File: src/rtl/alarm_bank_timekeeper.sv
// alarm_bank_timekeeper: HH:MM:SS timebase with a bank of alarms, snooze and auto-timeout ringer
module alarm_bank_timekeeper #(
  parameter int CLK_HZ         = 100_000_000,
  parameter int N_ALARMS       = 4,
  parameter int SNOOZE_MIN     = 5,
  parameter int RING_TIMEOUT_S = 60,
  localparam int AW = (N_ALARMS > 1) ? $clog2(N_ALARMS) : 1
) (
  input  logic                clk,
  input  logic                reset,
  input  logic                time_wr_en,
  input  logic [4:0]          wr_hours,
  input  logic [5:0]          wr_minutes,
  input  logic [5:0]          wr_seconds,
  input  logic                al_wr_en,
  input  logic [AW-1:0]       al_idx,
  input  logic                al_enable,
  input  logic                snooze,
  input  logic                dismiss,
  output logic [4:0]          hours,
  output logic [5:0]          minutes,
  output logic [5:0]          seconds,
  output logic                tick_1hz,
  output logic                buzzer,
  output logic [AW-1:0]       ringing_idx,
  output logic [N_ALARMS-1:0] al_pending
);
  localparam int PW = (CLK_HZ > 1) ? $clog2(CLK_HZ) : 1;
  localparam logic [PW-1:0] TERM = PW'(CLK_HZ - 1);
  typedef enum logic {IDLE, RING} state_t;
  state_t state_q, state_d;
  logic [PW-1:0] presc_q, presc_d;
  logic [4:0] hh_q, hh_d, snz_h;
  logic [5:0] mm_q, mm_d, ss_q, ss_d, snz_mm;
  logic [6:0] snz_m;
  logic tick_q, match_en_q, term, tw_ok, aw_ok;
  logic [4:0] al_h_q [N_ALARMS];
  logic [4:0] al_h_d [N_ALARMS];
  logic [4:0] sn_h_q [N_ALARMS];
  logic [4:0] sn_h_d [N_ALARMS];
  logic [5:0] al_m_q [N_ALARMS];
  logic [5:0] al_m_d [N_ALARMS];
  logic [5:0] sn_m_q [N_ALARMS];
  logic [5:0] sn_m_d [N_ALARMS];
  logic [N_ALARMS-1:0] al_en_q, al_en_d, sn_act_q, sn_act_d, pend_q, pend_d, fire, clr, wclr;
  logic [AW-1:0] ring_idx_q, ring_idx_d;
  logic [7:0] cnt_q, cnt_d;

  // Prescaler and clock counters; a valid time write overrides a coincident increment
  always_comb begin
    term    = presc_q == TERM;
    tw_ok   = time_wr_en && wr_hours <= 5'd23 && wr_minutes <= 6'd59 && wr_seconds <= 6'd59;
    presc_d = (term || tw_ok) ? '0 : presc_q + 1'b1;
    ss_d    = tw_ok ? wr_seconds : !term ? ss_q : (ss_q == 6'd59) ? 6'd0 : ss_q + 6'd1;
    mm_d    = tw_ok ? wr_minutes : !(term && ss_q == 6'd59) ? mm_q :
              (mm_q == 6'd59) ? 6'd0 : mm_q + 6'd1;
    hh_d    = tw_ok ? wr_hours : !(term && ss_q == 6'd59 && mm_q == 6'd59) ? hh_q :
              (hh_q == 5'd23) ? 5'd0 : hh_q + 5'd1;
  end

  // Snooze target is the current HH:MM pushed forward with minute carry and midnight wrap
  always_comb begin
    snz_m  = {1'b0, mm_q} + 7'(SNOOZE_MIN);
    snz_mm = (snz_m >= 7'd60) ? 6'(snz_m - 7'd60) : snz_m[5:0];
    snz_h  = (snz_m < 7'd60) ? hh_q : (hh_q == 5'd23) ? 5'd0 : hh_q + 5'd1;
  end

  // Alarm matching, slot programming and the IDLE/RING servicing machine
  always_comb begin
    aw_ok      = al_wr_en && 32'(al_idx) < N_ALARMS && wr_hours <= 5'd23 && wr_minutes <= 6'd59;
    wclr       = aw_ok ? N_ALARMS'(1) << al_idx : '0;
    fire       = '0;
    clr        = '0;
    sn_act_d   = sn_act_q;
    sn_h_d     = sn_h_q;
    sn_m_d     = sn_m_q;
    al_h_d     = al_h_q;
    al_m_d     = al_m_q;
    al_en_d    = al_en_q;
    state_d    = state_q;
    ring_idx_d = ring_idx_q;
    cnt_d      = cnt_q;
    for (int i = 0; i < N_ALARMS; i++)
      if (match_en_q && al_en_q[i] && ss_q == 6'd0 &&
          (sn_act_q[i] ? (hh_q == sn_h_q[i] && mm_q == sn_m_q[i])
                       : (hh_q == al_h_q[i] && mm_q == al_m_q[i]))) begin
        fire[i]     = 1'b1;
        sn_act_d[i] = 1'b0;
      end
    if (state_q == RING) begin
      cnt_d = cnt_q + 8'(tick_q);
      if (dismiss || cnt_q == 8'(RING_TIMEOUT_S)) begin
        clr[ring_idx_q] = 1'b1;
        state_d         = IDLE;
      end else if (snooze) begin
        clr[ring_idx_q]      = 1'b1;
        sn_act_d[ring_idx_q] = 1'b1;
        sn_h_d[ring_idx_q]   = snz_h;
        sn_m_d[ring_idx_q]   = snz_mm;
        state_d              = IDLE;
      end
    end else if ((pend_q & ~wclr) != '0) begin
      state_d = RING;
      cnt_d   = '0;
      for (int i = N_ALARMS - 1; i >= 0; i--)
        if (pend_q[i] && !wclr[i]) ring_idx_d = AW'(i);
    end
    if (aw_ok) begin
      al_h_d[al_idx]   = wr_hours;
      al_m_d[al_idx]   = wr_minutes;
      al_en_d[al_idx]  = al_enable;
      sn_act_d[al_idx] = 1'b0;
      if (state_q == RING && ring_idx_q == al_idx) state_d = IDLE;
    end
    pend_d = ((pend_q & ~clr) | fire) & ~wclr;
    if (state_d == IDLE) ring_idx_d = '0;
  end

  // State registers; reset drops the buzzer immediately without waiting for a clock
  always_ff @(posedge clk or posedge reset)
    if (reset) begin
      state_q    <= IDLE;
      presc_q    <= '0;
      hh_q       <= '0;
      mm_q       <= '0;
      ss_q       <= '0;
      tick_q     <= 1'b0;
      match_en_q <= 1'b0;
      al_h_q     <= '{default: '0};
      al_m_q     <= '{default: '0};
      sn_h_q     <= '{default: '0};
      sn_m_q     <= '{default: '0};
      al_en_q    <= '0;
      sn_act_q   <= '0;
      pend_q     <= '0;
      ring_idx_q <= '0;
      cnt_q      <= '0;
    end else begin
      state_q    <= state_d;
      presc_q    <= presc_d;
      hh_q       <= hh_d;
      mm_q       <= mm_d;
      ss_q       <= ss_d;
      tick_q     <= term;
      match_en_q <= term && !tw_ok;
      al_h_q     <= al_h_d;
      al_m_q     <= al_m_d;
      sn_h_q     <= sn_h_d;
      sn_m_q     <= sn_m_d;
      al_en_q    <= al_en_d;
      sn_act_q   <= sn_act_d;
      pend_q     <= pend_d;
      ring_idx_q <= ring_idx_d;
      cnt_q      <= cnt_d;
    end

  assign hours       = hh_q;
  assign minutes     = mm_q;
  assign seconds     = ss_q;
  assign tick_1hz    = tick_q;
  assign buzzer      = state_q == RING;
  assign ringing_idx = ring_idx_q;
  assign al_pending  = pend_q;
endmodule

File: config.mk
export PLATFORM = sky130hd
export DESIGN_NAME = alarm_bank_timekeeper
export DESIGN_NICKNAME = d
export VERILOG_FILES = /design/src/rtl/alarm_bank_timekeeper.sv
export SDC_FILE = /design/constraint.sdc
export NUM_CORES = 1
export LEC_CHECK = 0
export ABC_CLOCK_PERIOD_IN_PS = 6400
export CAP_MARGIN = 0
export CORE_ASPECT_RATIO = 1.1
export CORE_MARGIN = 5
export CORE_UTILIZATION = 62
export CTS_BUF_LIST = sky130_fd_sc_hd__clkbuf_8
export CTS_CLUSTER_SIZE = 12
export DETAILED_ROUTE_END_ITERATION = 8
export HOLD_SLACK_MARGIN = 0.06
export PLACE_DENSITY = 0.9
export REMOVE_ABC_BUFFERS = 1
export SLEW_MARGIN = 20
export SYNTH_ARGS = -nofsm -noshare
export SYNTH_HDL_FRONTEND = slang
export SYNTH_SLANG_ARGS = --single-unit
export TNS_END_PERCENT = 10
File: constraint.sdc
create_clock -name clk -period 6.4 [get_ports clk]
set_input_delay 0.64 -clock clk [delete_from_list [all_inputs] [get_ports clk]]
set_output_delay 0.64 -clock clk [all_outputs]
set_load 0.005 [all_outputs]
==> key figures <==
Run status
  – Status: finished, final reports clean

Clock network
  – Clk_lat worst skew: 0.47 ns
  – CTS Sinks: 157
  – TritonCTS clock tree: done
  – Clock root cell: clkbuf_8
  – H-tree Lvls: 4
  – Post-CTS Hold Fix Bufs: 0
  – Max Buffers Root-to-Sink: 2
  – TritonCTS buffer count: 17
  – Post-CTS resize count: 0
  – Clock slew at reported path FFs: 0.09 ns
  – Post-CTS setup buffers: 0

Floorplanning
  – DIE AREA: 0.0155 mm^2
  – I/O Pins: 51
  – Initial Util: 62.3%
  – Die W: 119 um
  – CORE AREA: 0.0130 mm^2
  – Die height: 130 um
  – Placement Rows: 44

Yosys
  – Post-synth EDFFs: 0
  – Count of different cell masters after synthesis: 60
  – Flop and latch count out of synthesis: 157
  – Async S/R FF share, synth: 100%
  – Synth Cell Area: 0.00813 mm^2
  – Synthesized area per cell: 10.1 um^2
  – Adder-cell share of the synthesized area: 1.51%
  – Most used DFF post-synth: dfrtp_1
  – Syn Inst Count: 803
  – Synth Area in Simple Gates: 16.9%
  – Syn. warnings: 0
  – Mux share of post-synthesis cell area: 8.31%
  – Largest family of logic cells by synthesized area: simple AND/OR/NAND/NOR gates
  – Seq/Total Area, Yosys: 48.3%
  – Synth Area in Compound Gates: 9.12%
  – XOR/XNOR Fraction of Synth Area: 13.2%

Setup path
  – Critical Path Source Type: register
  – R2r worst-path depth: 6
  – CP Capture Type: register
  – CP Max Fanout: 17
  – Worst path arrival time: 3.37 ns
  – Largest stage delay, worst path: 0.85 ns
  – Reg2reg end: hours[4]
  – Critical Path Start: minutes[1]
  – Crit-path cells: ha_1 > inv_1 > nor3_1 > nand2_2 > or4_1 > a31oi_1
  – Req. time, crit path: 6.80 ns
  – Worst R2R Setup Slack: 3.42 ns
  – Setup Crit Path Kind: reg -> reg
  – Worst path slowest cell: dfrtp_1
  – Setup crit end: hours[4]
  – RR Startpoint: minutes[1]

GRT
  – Remaining global-route overflow: 0
  – Initial antenna violation count: 0
  – Met3 GRT Util: 6.46%
  – First-pass GRT wire length: 32.0 mm
  – Vias in the first global route: 6214
  – Grt met2 use: 43.8%
  – GRT Util Overall: 26.3%
  – Largest net degree at the start of global routing: 81
  – Global routing's busiest layer: met2
  – Met1 usage: 32.7%

Layout
  – Share of cells above drive strength 1: 12.1%
  – Most common cell after layout, fill and taps aside: dfrtp_1
  – Layout Cells excl Fill: 1010
  – Most frequent cells in the layout: dfrtp_1 (157), xnor2_1 (89), nand2_1 (77)
  – Nets@finish: 871
  – Layout overhead on the synthesized area: 11.8%
  – # diodes: 0
  – Fillers: 918

Timing
  – Unrepaired setup endpoints after global routing: false
  – Fmax: 336 MHz
  – Setup violations, final: 0
  – Slew margin rel.: 25.7%
  – Worst Max-Slew Pin Slew: 1.11 ns
  – Layout Skew: 0.0179 ns
  – Tcrit/Tclk final: 46.5%
  – Total negative slack: 0 ns
  – Final Critical Period: 2.98 ns
  – Final Hold Viols: 0
  – Max-slew violation count: 0

Place
  – IO Port Bufs: 50
  – Final Wtd Congestion: 0.901
  – HPWL after detailed placement: 13.2 mm
  – Placed insts: 978

Pwr
  – P_leak: 3.80 nW
  – PwrDens: 315 mW/mm^2
  – Worst VDD drop: 0.000168 V

Flow run
  – Max_cap viols: 0

Detailed routing
  – Detailed Route Iter0 Violations: 681
  – DRC: 0
  – Routed WL per cell: 19.2 um
  – Vias per inst: 6.14
  – DR vias: 6203
  – Routed Antenna Nets: 0
  – Pre-antenna DRT Iters: 5
  – Final WL: 19.4 mm

Hold path
  – Hold path startpoint: presc_q[0]
  – HP Class: reg -> reg
worst min-delay path by stage:
stage,cells past startpoint,end,slack (ns)
after floorplan,1,presc_q[0],0.45
after global placement,1,presc_q[0],0.47
after detailed placement,1,presc_q[0],0.49
after CTS,1,presc_q[0],0.50
after global routing,1,presc_q[0],0.51
final,1,presc_q[0],0.50
state kept, by name (all words and copies together) (netlist names):
signal,count
sn_h_q,20
match_en_q,1
presc_q,27
al_h_q,20
sn_m_q,24
al_en_q,4
hours,5
ringing_idx,2
cnt_q,8
sn_act_q,4
minutes,6
al_m_q,24
tick_1hz,1
buzzer,1
seconds,6
al_pending,4
logic make-up (layout without fill, tap and decap cells):
group	after synthesis	in the layout
AOI/OAI and AO/OA	126	126
xor gates and xnor gates	123	123
muxes	61	61
and+or+nand+nor	274	274
adders and majority gates	10	10
buffers and inverters	52	98
DFF	157	157
layer usage:
layer | vias up | share of wire (%)
li1 | 2885 | -
met1 | 3021 | 40
met2 | 239 | 49
met3 | 58 | 7.1
met4 | 0 | 3.3
met5 | - | 0
synthesized netlist by cell type (2+ instances only):
| library cell | n | area share (%) |
|---|---|---|
| a41oi_1 | 2 | 0.22 |
| or3_4 | 2 | 0.28 |
| nand2_1 | 77 | 3.6 |
| nor3_1 | 17 | 1.0 |
| a21oi_1 | 25 | 1.5 |
| mux2_2 | 52 | 7.2 |
| nand3_1 | 21 | 1.3 |
| and4_1 | 3 | 0.32 |
| ha_1 | 9 | 1.4 |
| o21ai_0 | 60 | 3.7 |
| nor2_1 | 72 | 3.3 |
| nand4_1 | 34 | 2.6 |
| o22a_1 | 2 | 0.22 |
| a22o_1 | 2 | 0.22 |
| a21boi_0 | 4 | 0.37 |
| or4_1 | 6 | 0.55 |
| mux2i_1 | 9 | 1.1 |
| and3_1 | 9 | 0.69 |
| xor2_1 | 34 | 3.7 |
| buf_1 | 7 | 0.32 |
| a31oi_1 | 12 | 0.92 |
| nor4_1 | 3 | 0.23 |
| dfrtp_1 | 157 | 48 |
| inv_1 | 8 | 0.37 |
| o211ai_1 | 7 | 0.65 |
| nand2b_1 | 4 | 0.31 |
| clkbuf_1 | 27 | 1.2 |
| or3_1 | 5 | 0.38 |
| xnor2_1 | 89 | 9.6 |
| and2_1 | 4 | 0.31 |
| buf_2 | 7 | 0.43 |
| a32oi_1 | 2 | 0.22 |
| nand3b_1 | 3 | 0.28 |
| o31ai_1 | 2 | 0.18 |
worst max-delay path: cells and delay by family, from the launching register on:
family | cells | cell delay, ns
fa+ha+maj | 1 | 0.46
compound gates | 1 | 0.18
flops | 1 | 0.85
simple gates | 3 | 1.30
buf+inv | 1 | 0.12
power by group:
group	leakage [nW]	switching, W	total (W)	internal, W
clock network	0.183	0.000400	0.000711	0.000311
logic	1.61	0.000343	0.000718	0.000375
registers	2.00	0.000230	0.00144	0.00121
total	3.80	0.000974	0.00287	0.00189
stage by stage:
step,setup slack (ns),utilization [%],power [W],cell area (um^2),hold WS [ns]
after floorplan,1.53,-,0.00191,7960,0.448
after global placement,3.43,66.8,0.00211,8720,0.469
after CTS,3.48,69.7,0.00287,9090,0.504
final,3.42,69.7,0.00287,9090,0.502
after detailed placement,3.35,66.8,0.00215,8720,0.491
after global routing,3.21,69.7,0.00303,9090,0.515
area by class of cell:
class	count	area [um^2]	share of cell area, %
multi-input combinational	594	4000	43.9
sequential	157	3930	43.2
timing repair buffer	57	553	6.08
clock buffer	17	234	2.57
tap	161	201	2.22
clock inverter	15	138	1.51
inverter	9	41.3	0.454
(Power assumes the default switching activity.)
